### config.mk
export PLATFORM = sky130hd
export DESIGN_NAME = gray_step_monitor
export DESIGN_NICKNAME = d
export VERILOG_FILES = /design/src/rtl/gray_step_monitor.sv
export SDC_FILE = /design/constraint.sdc
export NUM_CORES = 1
export LEC_CHECK = 0
export CAP_MARGIN = 20
export CORE_ASPECT_RATIO = 0.6
export CORE_MARGIN = 5
export CORE_UTILIZATION = 45
export CTS_BUF_LIST = sky130_fd_sc_hd__clkbuf_8
export DETAILED_ROUTE_END_ITERATION = 10
export GPL_TIMING_DRIVEN = 0
export PLACE_DENSITY = 0.8
export SLEW_MARGIN = 20
export SYNTH_ARGS = -nofsm -noshare
export SYNTH_HDL_FRONTEND = slang
export SYNTH_SLANG_ARGS = --single-unit
### constraint.sdc
create_clock -name clk -period 3.21 [get_ports clk]
set_clock_uncertainty 0.05 [all_clocks]
set_input_delay 0.642 -clock clk [delete_from_list [all_inputs] [get_ports clk]]
set_output_delay 0.642 -clock clk [all_outputs]
set_load 0.02 [all_outputs]
### src/rtl/gray_step_monitor.sv
// Gray step monitor: converts each enabled Gray sample to binary and classifies the step; 1-cycle latency.
// No backpressure: en gates sampling and all state holds while it is low; clr acts regardless of en.
module gray_step_monitor #(
    parameter int WIDTH = 4,
    parameter int ERR_W = 8,
    parameter int REV_W = 8
) (
    input  logic             clk,
    input  logic             rst,
    input  logic             en,
    input  logic             clr,
    input  logic [WIDTH-1:0] gray_in,
    output logic [WIDTH-1:0] bin_out,
    output logic             dir_out,
    output logic             step_up,
    output logic             step_dn,
    output logic             hold,
    output logic             wrap_up,
    output logic             wrap_dn,
    output logic             err,
    output logic             fault,
    output logic [ERR_W-1:0] err_cnt,
    output logic [REV_W-1:0] rev_cnt
);

    typedef enum logic [1:0] {
        ST_INIT,
        ST_TRACK,
        ST_FAULT
    } state_t;

    localparam logic [WIDTH-1:0] BIN_ONES = '1;
    localparam logic [WIDTH-1:0] BIN_ZERO = '0;
    localparam logic [WIDTH-1:0] BIN_ONE  = {{(WIDTH-1){1'b0}}, 1'b1};
    localparam logic [ERR_W-1:0] ERR_ONES = '1;
    localparam logic [ERR_W-1:0] ERR_ONE  = {{(ERR_W-1){1'b0}}, 1'b1};
    localparam logic [REV_W-1:0] REV_ONE  = {{(REV_W-1){1'b0}}, 1'b1};

    state_t           r_state;
    logic [WIDTH-1:0] w_nb;
    logic [WIDTH-1:0] w_delta;
    logic             w_is_up;
    logic             w_is_dn;
    logic             w_is_hold;
    logic [ERR_W-1:0] w_err_base;
    logic [REV_W-1:0] w_rev_base;

    // Each binary bit is the XOR of all Gray bits at and above its position.
    always_comb begin
        w_nb = '0;
        for (int i = 0; i < WIDTH; i++) begin
            w_nb[i] = ^(gray_in >> i);
        end
    end

    assign w_delta   = w_nb - bin_out;
    assign w_is_up   = (w_delta == BIN_ONE);
    assign w_is_dn   = (w_delta == BIN_ONES);
    assign w_is_hold = (w_delta == BIN_ZERO);

    // A same-edge clear takes effect first, so any event on that edge counts from zero.
    assign w_err_base = clr ? '0 : err_cnt;
    assign w_rev_base = clr ? '0 : rev_cnt;

    always_ff @(posedge clk or negedge rst) begin
        if (!rst) begin
            r_state <= ST_INIT;
            bin_out <= '0;
            dir_out <= 1'b1;
            step_up <= 1'b0;
            step_dn <= 1'b0;
            hold    <= 1'b0;
            wrap_up <= 1'b0;
            wrap_dn <= 1'b0;
            err     <= 1'b0;
            fault   <= 1'b0;
            err_cnt <= '0;
            rev_cnt <= '0;
        end else begin
            step_up <= 1'b0;
            step_dn <= 1'b0;
            hold    <= 1'b0;
            wrap_up <= 1'b0;
            wrap_dn <= 1'b0;
            err     <= 1'b0;

            if (clr) begin
                fault   <= 1'b0;
                err_cnt <= '0;
                rev_cnt <= '0;
                if (r_state != ST_INIT) begin
                    r_state <= ST_TRACK;
                end
            end

            if (en) begin
                bin_out <= w_nb;
                // The first sample after reset only primes the reference word.
                if (r_state == ST_INIT) begin
                    r_state <= ST_TRACK;
                end else if (w_is_up) begin
                    step_up <= 1'b1;
                    dir_out <= 1'b1;
                    if (bin_out == BIN_ONES) begin
                        wrap_up <= 1'b1;
                        rev_cnt <= w_rev_base + REV_ONE;
                    end
                end else if (w_is_dn) begin
                    step_dn <= 1'b1;
                    dir_out <= 1'b0;
                    if (bin_out == BIN_ZERO) begin
                        wrap_dn <= 1'b1;
                        rev_cnt <= w_rev_base - REV_ONE;
                    end
                end else if (w_is_hold) begin
                    hold <= 1'b1;
                end else begin
                    err     <= 1'b1;
                    fault   <= 1'b1;
                    r_state <= ST_FAULT;
                    err_cnt <= (w_err_base == ERR_ONES) ? w_err_base : w_err_base + ERR_ONE;
                end
            end
        end
    end

endmodule
==> results.txt, run 1 <==
status -> finished clean
CP Launch Point -> gray_in[2]
Placer Congestion -> 0.903
DR pass1 iterations -> 4
Post-synth EDFFs -> 0
final setup fails -> 0
Clock transition at path regs -> 0.07 ns
Net Sw Frac -> 39.5%
Post-Syn Nets -> 225
clock buffer depth -> 2
Syn Inst Count -> 210
H-tree depth -> 2
PwrDens -> 644 nW/um2
final layout net count -> 275
via count -> 1867
final non-filler cell total -> 324
Antenna diodes -> 0
share of cells above drive strength 1 -> 20.3%
Core Area -> 4520 um2
TritonCTS clock tree -> built
Vias/cell -> 5.76
Initial Utilization -> 45.8%
Worst slew margin -> 54.4%
Max Transition Viols Final -> 0
Yosys cell types -> 68
post-DR wirelength/cell -> 16.3 um
sequential share of power -> 30.8%
RSZ-0062 raised after global routing -> yes
GRT Resource Usage Total -> 17.8%
Gate power share -> 46.7%
worst hold path class -> input pin to asynchronous set/reset pin
1st-iter DRT viols -> 141
Final Cycle Share -> 99.0%
Yosys warnings -> 0
commonest non-fill, non-tap cell in the layout -> clkdlybuf4s50_1
Clock Power Share -> 22.5%
Max Clock Freq -> 315 MHz
die span in x -> 97.6 um
clock period minus worst slack -> 3.18 ns
net switching power -> 0.699 mW
commonest non-fill, non-tap cells in the layout -> clkdlybuf4s50_1, dfrtp_1, inv_1
Port Buf Inserts -> 35
Layout area overhead -> 32.5%
register area share after synthesis -> 36.3%
first-pass GRT wire length -> 8850 um
setup TNS -> 0 ns
Detailed Place HPWL -> 3740 um
CP Capture Type -> register
vias in the first global route -> 1810
antenna violations before repair -> 0
crit path DAT -> 3.30 ns
internal power -> 1.07 mW
peak supply drop -> 0.330 mV
Worst Setup Path Type -> input pin to register
I/O Pins -> 36
Main synth FF type -> dfrtp_1
asr flop ratio synth -> 100%
Req. time, crit path -> 3.33 ns
max-cap viol count -> 0
CTS Buf Count -> 5
crit-path max FO -> 4
DRC Markers -> 0
gr ovfl total -> 0
Pleak -> 1.14 nW
WL final -> 5270 um
#FFs+latches synth -> 30
Hold Vio Cnt, Final -> 0
syn avg cell area -> 9.85 um2
Sink Count -> 30
# placed instances -> 308
Site Rows -> 19
CTS Hold Bufs -> 0
die area -> 6100 um2
Detail Route Antenna Nets -> 0
Root Driver -> clkbuf_8
largest net degree at the start of global routing -> 31
actual slew at the worst max-slew pin -> 0.684 ns
clock insertion delay at the later pin of the skew report -> 0.29 ns
Mapped Area -> 2070 um2
CP startpoint kind -> input pin
worst reg2reg startpoint -> bin_out[2]$_DFFE_PN0P_
die height -> 62.5 um
## power groups by stage
stage / Sequential (mW) / Clock (mW) / Combinational (mW)
after floorplan: 0.613 / 0 / 0.436
after global placement: 0.549 / 0 / 0.738
after detailed placement: 0.547 / 0 / 0.755
after CTS: 0.542 / 0.407 / 0.791
after global routing: 0.557 / 0.423 / 0.887
final: 0.545 / 0.397 / 0.825
## worst max-delay path, cell delays in order
cell	delay, ns
dlygate4sd2_1	0.29
xnor2_4	0.23
xnor2_2	0.16
xnor2_1	0.17
ha_2	0.23
fa_2	0.48
nor2_4	0.13
nand4_1	0.17
nor4_4	0.40
nor2_2	0.05
o311a_1	0.34
## what timing repair did
item                                    4_1_cts  5_1_grt
setup buffers                                 6        2
cloned                                        0        0
resized for setup                            13        4
pin swaps                                    10        4
endpoints found under the setup margin       26        8
## state kept, by name, summed over array words and instances, names as in the netlist
register / flops
err_cnt: 8
rev_cnt: 8
bin_out: 4
r_state: 2
dir_out: 1
err: 1
fault: 1
hold: 1
step_dn: 1
step_up: 1
wrap_dn: 1
wrap_up: 1
## logic make-up (layout without fill, tap and decap cells)
kind of cell	after synthesis	count (layout)	share of synthesized area, %
xor gates and xnor gates	14	14	6.29
buffers and inverters	21	72	4.78
muxes	3	3	1.63
AOI/OAI and AO/OA	51	51	20.0
adders and majority gates	7	7	4.59
and+or+nand+nor	84	84	26.4
DFF	30	30	36.3
## cell usage after synthesis (3+ instances only)
library cell / number / area, um2
and2_1: 4 / 25.0
nor2b_1: 6 / 37.5
and4b_1: 3 / 30.0
nand2b_1: 6 / 37.5
nand4_1: 6 / 37.5
a21oi_1: 7 / 35.0
nor3_1: 5 / 25.0
and3_1: 7 / 43.8
ha_1: 6 / 75.1
o21ai_0: 8 / 40.0
dfrtp_1: 29 / 726
inv_1: 14 / 52.6
clkbuf_1: 3 / 11.3
nand3_1: 5 / 25.0
a31oi_1: 3 / 18.8
nor2_1: 14 / 52.6
nand3b_1: 4 / 30.0
nand2_1: 8 / 30.0
xnor2_1: 12 / 105
## routing by layer
metal | part of all wire (%) | up-vias | global-route usage (%)
li1 | - | 885 | -
met1 | 46 | 895 | 25.5
met2 | 44 | 80 | 25.6
met3 | 9.0 | 7 | 5.80
met4 | 0.93 | 0 | 4.84
met5 | 0 | - | 0
## final cells by class
class | instances | area (um2)
Buffer | 7 | 46.3
Clock buffer | 6 | 82.6
Clock inverter | 2 | 33.8
Fill cell | 386 | 1770
Inverter | 14 | 56.3
Multi-Input combinational cell | 159 | 1290
Sequential cell | 30 | 752
Tap cell | 63 | 78.8
Timing Repair Buffer | 43 | 405
## worst paths after layout
kind,slack (ns),end,cells after the start
worst min register to register,0.45,dir_out$_DFFE_PN1P_,2
worst min-delay path,0.33,fault$_DFF_PN0_,1
worst max register to register,0.67,rev_cnt[6]$_DFF_PN0_,7
min in group clk,0.45,dir_out$_DFFE_PN1P_,2
worst max-delay path,0.03,rev_cnt[7]$_DFF_PN0_,11
max in group asynchronous,2.31,rev_cnt[2]$_DFF_PN0_,1
## per-stage QoR
stage | setup WS (ns) | instance area, um2 | power (mW) | utilization [%] | hold WS [ns]
floorplan | 0.0216 | 2080 | 1.05 | - | 0.296
global placement | -0.878 | 2510 | 1.29 | 55.5 | 0.431
detailed placement | -0.965 | 2500 | 1.30 | 55.4 | 0.440
CTS | 0.0468 | 2700 | 1.74 | 59.8 | 0.357
global route | -0.0315 | 2740 | 1.87 | 60.7 | 0.401
finish | 0.0319 | 2740 | 1.77 | 60.7 | 0.335
Power figures use the tool's default switching activity.
==> inputs of run 2 (changes only) <==
- clock period: 3.21 -> 3.35 ns (I/O delays scaled with it)
==> run 2 against run 1 <==
Net effect:
- via count down 1.5%
- hold slack improved by 0.033 ns
- routed wire length shrank 2.9%
- clock power decreased by 4%
- sequential power shrank 4.2%
- setup slack improved by 0.074 ns
- critical endpoint is now rev_cnt[3]$_DFF_PN0_
- clock-buffer cell count did not move
- highest routed layer unchanged
- sequential cell count did not move
- sequential share of layout area hardly changed
- critical path depth did not move
- cell count is 0.62% higher
==> results.txt, run 2 (synthesis results as in run 1) <==
status -> finished clean
commonest non-fill, non-tap cells in the layout -> clkdlybuf4s50_1, dfrtp_1, inv_1
die area -> 6100 um2 (unchanged)
Core Area -> 4520 um2 (unchanged)
clock period minus worst slack -> 3.24 ns
total power -> 1.71 mW (-3.4%)
via count -> 1839 (-1.5%)
peak supply drop -> 0.305 mV (-7.6%)
1st-iter DRT viols -> 127 (-9.9%)
final layout net count -> 277 (+0.73%)
GRT Resource Usage Total -> 17.2% (-0.53 points)
worst hold path class -> input pin to asynchronous set/reset pin
final non-filler cell total -> 326 (+0.62%)
Placed Instance Area -> 2490 um2 (-0.30%)
Antenna diodes -> 0 (unchanged)
Hold Vio Cnt, Final -> 0 (unchanged)
antenna violations before repair -> 0 (unchanged)
worst reg2reg startpoint -> bin_out[2]$_DFFE_PN0P_
Post-Place Setup Slack -> -0.928 ns (+0.0371 ns)
Final Util -> 60.8% (+0.083 points)
TritonCTS clock tree -> built
Worst Setup Path Type -> input pin to register
I/O Pins -> 36 (unchanged)
clock insertion delay at the later pin of the skew report -> 0.28 ns (about the same)
largest registers -> err_cnt x8, rev_cnt x8, bin_out x4
Worst slew margin -> 54.6% (+0.24 points)
Max Transition Viols Final -> 0 (unchanged)
H-tree depth -> 2 (unchanged)
Placer Congestion -> 0.856 (-5.3%)
FF-to-FF setup slack -> 0.84 ns (+0.17 ns)
first-pass GRT wire length -> 8770 um (-0.94%)
Pleak -> 1.16 nW (+1.7%)
DR pass1 iterations -> 5 (+1)
Final Cycle Share -> 96.8%
largest net degree at the start of global routing -> 31 (unchanged)
actual slew at the worst max-slew pin -> 0.681 ns (-0.00367 ns)
DRC Markers -> 0 (unchanged)
PwrDens -> 622 nW/um2 (-3.5%)
CTS Buf Count -> 5 (unchanged)
WL final -> 5120 um (-2.9%)
Worst R2R End -> rev_cnt[7]$_DFF_PN0_
die height -> 62.5 um (unchanged)
Clock transition at path regs -> 0.07 ns (about the same)
Detail Route Antenna Nets -> 0 (unchanged)
R2R depth -> 8 (+1)
Max Clock Freq -> 308 MHz
CP startpoint kind -> input pin
Site Rows -> 19 (unchanged)
clock buffer depth -> 2 (unchanged)
vias in the first global route -> 1780 (-1.7%)
Initial Utilization -> 45.8% (unchanged)
Req. time, crit path -> 3.46 ns (+0.13 ns)
fin worst setup slack -> 0.106 ns (+0.0742 ns)
Sink Count -> 30 (unchanged)
CP Capture Type -> register
Root Driver -> clkbuf_8
commonest non-fill, non-tap cell in the layout -> clkdlybuf4s50_1
gr ovfl total -> 0 (unchanged)
crit path DAT -> 3.35 ns (+0.05 ns)
Detailed Place HPWL -> 3670 um (-1.7%)
share of cells above drive strength 1 -> 21.3% (+0.99 points)
final setup fails -> 0 (unchanged)
Layout area overhead -> 32.7%
max-cap viol count -> 0 (unchanged)
Port Buf Inserts -> 35 (unchanged)
die span in x -> 97.6 um (unchanged)
crit-path max FO -> 3 (-1)
Vias/cell -> 5.64 (-2.1%)
Final Cell Area -> 2750 um2 (+0.14%)
# placed instances -> 308 (unchanged)
post-DR wirelength/cell -> 15.7 um (-3.5%)
==> run 2: how the worst max path moves through the flow <==
| stage | end | start | slack (ns) |
|---|---|---|---|
| after floorplan | rev_cnt[7]$_DFF_PN0_ | gray_in[3] | 0.07 |
| after global placement | rev_cnt[7]$_DFF_PN0_ | gray_in[3] | -0.85 |
| after detailed placement | rev_cnt[7]$_DFF_PN0_ | gray_in[3] | -0.93 |
| after CTS | rev_cnt[7]$_DFF_PN0_ | gray_in[2] | -0.02 |
| after global routing | rev_cnt[3]$_DFF_PN0_ | gray_in[1] | -0.02 |
| final | rev_cnt[3]$_DFF_PN0_ | gray_in[1] | 0.11 |
==> run 2: timing repair <==
item,CTS,global route
setup endpoints to repair,25,12
buffers inserted,7,3
gates resized for setup,13,5
pin swaps,7,10
hold buffers,0,0
==> run 2: per-layer routing <==
layer / global-route usage (%) / part of all wire (%) / vias to the layer above
li1: - / - / 883
met1: 25.1 / 49 / 877
met2: 25.8 / 43 / 72
met3: 5.02 / 7.2 / 7
met4: 2.76 / 0.53 / 0
met5: 0 / 0 / -
==> run 2: final cells by class <==
| type | instances | area (um2) |
|---|---|---|
| Fill cell | 373 | 1770 |
| Inverter | 14 | 56.3 |
| Tap cell | 63 | 78.8 |
| Clock inverter | 2 | 33.8 |
| Buffer | 7 | 46.3 |
| Clock buffer | 6 | 82.6 |
| Multi-Input combinational cell | 159 | 1280 |
| Timing Repair Buffer | 45 | 418 |
| Sequential cell | 30 | 752 |
==> run 2: report_power, final <==
group	internal (mW)	total, mW	switching, mW
registers	0.442	0.522	0.0806
logic	0.351	0.805	0.453
clock network	0.239	0.381	0.142
total	1.03	1.71	0.676
==> run 2: per-stage QoR <==
stage | TNS [ns] | hold WS [ns]
final | 0 | 0.368
after global routing | -0.0162 | 0.436
after CTS | -0.0172 | 0.392
after detailed placement | -15.75 | 0.440
after global placement | -14.33 | 0.445
after floorplan | 0 | 0.324
==> run 2: worst max-delay path, cell delays in order <==
cell and delay [ns]:
clkdlybuf4s50_1 0.45, xnor2_2 0.23, xnor2_1 0.17, ha_2 0.25, fa_2 0.50, nor2_4 0.15, nand4_1 0.17, nor4_4 0.34
buf_4 0.18, o22ai_1 0.09, xnor2_1 0.15
==> inputs of run 3 (changes only) <==
- SKIP_CTS_REPAIR_TIMING: default -> 1
==> run 3 against run 2 <==
Net effect:
- clock-buffer cell count unchanged
- register-to-register slack got worse by 0.05 ns
- via count increased by 0.33%
- fmax increased by 0.26%
- critical path depth unchanged
- setup slack improved by 0.0084 ns
- non-clock buffer count decreased by 6
- routed wire length decreased by 1.6%
- sequential cell count unchanged
- sequential share of layout area increased by 0.52 points
- combinational power decreased by 4.0%
- largest cell class unchanged
- largest power group unchanged
==> results.txt, run 3 (synthesis results as in run 1) <==
status -> finished clean
WL final -> 5040 um (-1.6%)
PwrDens -> 621 nW/um2 (about the same)
H-tree depth -> 2 (unchanged)
TritonCTS clock tree -> built
Post-Place Setup Slack -> -0.928 ns (unchanged)
Root Driver -> clkbuf_8
die span in x -> 97.6 um (unchanged)
first-pass GRT wire length -> 8580 um (-2.2%)
met2 wire len -> 2140 um (-3.5%)
Hold Vio Cnt, Final -> 0 (unchanged)
Fin Hold WS -> 0.366 ns (-0.00175 ns)
largest registers -> err_cnt x8, rev_cnt x8, bin_out x4
Sink Count -> 30 (unchanged)
RSZ-0062 raised after global routing -> no
net switching power -> 0.661 mW (-2.2%)
sequential share of power -> 31.2% (+0.6 points)
die area -> 6100 um2 (unchanged)
Pleak -> 1.14 nW (-1.3%)
commonest non-fill, non-tap cell in the layout -> clkdlybuf4s50_1
Antenna diodes -> 0 (unchanged)
antenna violations before repair -> 0 (unchanged)
clock insertion delay at the later pin of the skew report -> 0.29 ns (about the same)
final setup fails -> 0 (unchanged)
gr ovfl total -> 0 (unchanged)
vias in the first global route -> 1743 (-2.1%)
I/O Pins -> 36 (unchanged)
Net Sw Frac -> 39.5% (-0.084 points)
GRT Resource Usage Total -> 16.9% (-0.36 points)
setup TNS -> 0 ns (unchanged)
Placer Congestion -> 0.856 (unchanged)
Clock Power Share -> 22.6% (+0.3 points)
Initial Utilization -> 45.8% (unchanged)
actual slew at the worst max-slew pin -> 0.671 ns (-0.00965 ns)
met3 WL post-DR -> 448 um (+21%)
total power -> 1.67 mW (-1.9%)
largest net degree at the start of global routing -> 31 (unchanged)
max-cap viol count -> 0 (unchanged)
CTS Buf Count -> 5 (unchanged)
Port Buf Inserts -> 35 (unchanged)
Max Clock Freq -> 309 MHz (+0.26%)
Site Rows -> 19 (unchanged)
# placed instances -> 308 (unchanged)
Final Cell Area -> 2700 um2 (-1.9%)
crit path DAT -> 3.36 ns (about the same)
worst hold path class -> input pin to asynchronous set/reset pin
final layout net count -> 271 (-2.2%)
Max Transition Viols Final -> 0 (unchanged)
met1 WL -> 2390 um (-4.5%)
Req. time, crit path -> 3.47 ns (about the same)
1st-iter DRT viols -> 142 (+12%)
Core Area -> 4520 um2 (unchanged)
CP startpoint kind -> input pin
die height -> 62.5 um (unchanged)
Detailed Place HPWL -> 3670 um (unchanged)
DRC Markers -> 0 (unchanged)
Final Cycle Share -> 96.6% (-0.25 points)
peak supply drop -> 0.292 mV (-4.3%)
Gate power share -> 46.1% (-1.0 points)
DR pass1 iterations -> 5 (unchanged)
Layout area overhead -> 30.2%
Vias/cell -> 5.77 (+2.2%)
clock period minus worst slack -> 3.24 ns (-0.00839 ns)
Worst Setup Path Type -> input pin to register
Placed Instance Area -> 2490 um2 (unchanged)
CP Capture Type -> register
crit-path max FO -> 5 (+2)
commonest non-fill, non-tap cells in the layout -> clkdlybuf4s50_1, dfrtp_1, inv_1
via count -> 1845 (+0.33%)
Detail Route Antenna Nets -> 0 (unchanged)
fill count -> 381 (+2.1%)
Top Layer Used -> met4
fin worst setup slack -> 0.115 ns (+0.00839 ns)
Final Util -> 59.7% (-1.1 points)
post-DR wirelength/cell -> 15.7 um (+0.26%)
clock buffer depth -> 2 (unchanged)
final non-filler cell total -> 320 (-1.8%)
Clock transition at path regs -> 0.07 ns (about the same)
share of cells above drive strength 1 -> 19.5% (-1.8 points)
internal power -> 1.01 mW (-1.8%)
Worst slew margin -> 55.3% (+0.64 points)
[run 3: path summary, 6_finish.rpt]
kind | start | endpoint | slack [ns] | cells past startpoint
setup / recovery | gray_in[3] | rev_cnt[7]$_DFF_PN0_ | 0.11 | 11
hold / removal | rst | fault$_DFF_PN0_ | 0.37 | 1
setup reg to reg | bin_out[0]$_DFFE_PN0P_ | rev_cnt[7]$_DFF_PN0_ | 0.79 | 7
hold reg to reg | dir_out$_DFFE_PN1P_ | dir_out$_DFFE_PN1P_ | 0.45 | 2
max in group asynchronous | rst | rev_cnt[0]$_DFF_PN0_ | 2.45 | 1
min in group clk | dir_out$_DFFE_PN1P_ | dir_out$_DFFE_PN1P_ | 0.45 | 2
[run 3: cell type report]
cell class	instances	area (um2)	share of cell area, %
flip-flops and latches	30	752	27.9
multi-input cells	159	1270	47.1
plain buffers	7	46.3	1.72
repair buffers	39	375	13.9
well taps	63	78.8	2.92
inverters	14	56.3	2.09
clock inverters	2	33.8	1.25
clock buffers	6	82.6	3.06
[run 3: critical path: stages]
cell and delay [ns]:
clkbuf_2 0.15, xnor2_2 0.19, xnor2_2 0.30, xnor2_2 0.12, ha_2 0.21, fa_2 0.60
nand2b_4 0.07, or2b_1 0.27, nor3_4 0.28, a32oi_1 0.15, o311a_1 0.34
[run 3: power groups by stage]
stage                     Combinational [mW]  Sequential, mW  Clock [mW]
final                                  0.773           0.523       0.379
after global routing                   0.836           0.535       0.410
after CTS                              0.724           0.521       0.389
after detailed placement               0.720           0.526           0
after global placement                 0.703           0.526           0
after floorplan                        0.412           0.588           0
[run 3: routing by layer]
metal  GRT usage (%)  up-vias
met5               0        -
met4            2.94        0
met3            4.91       11
met2            25.0       84
met1            24.7      876
li1                -      874
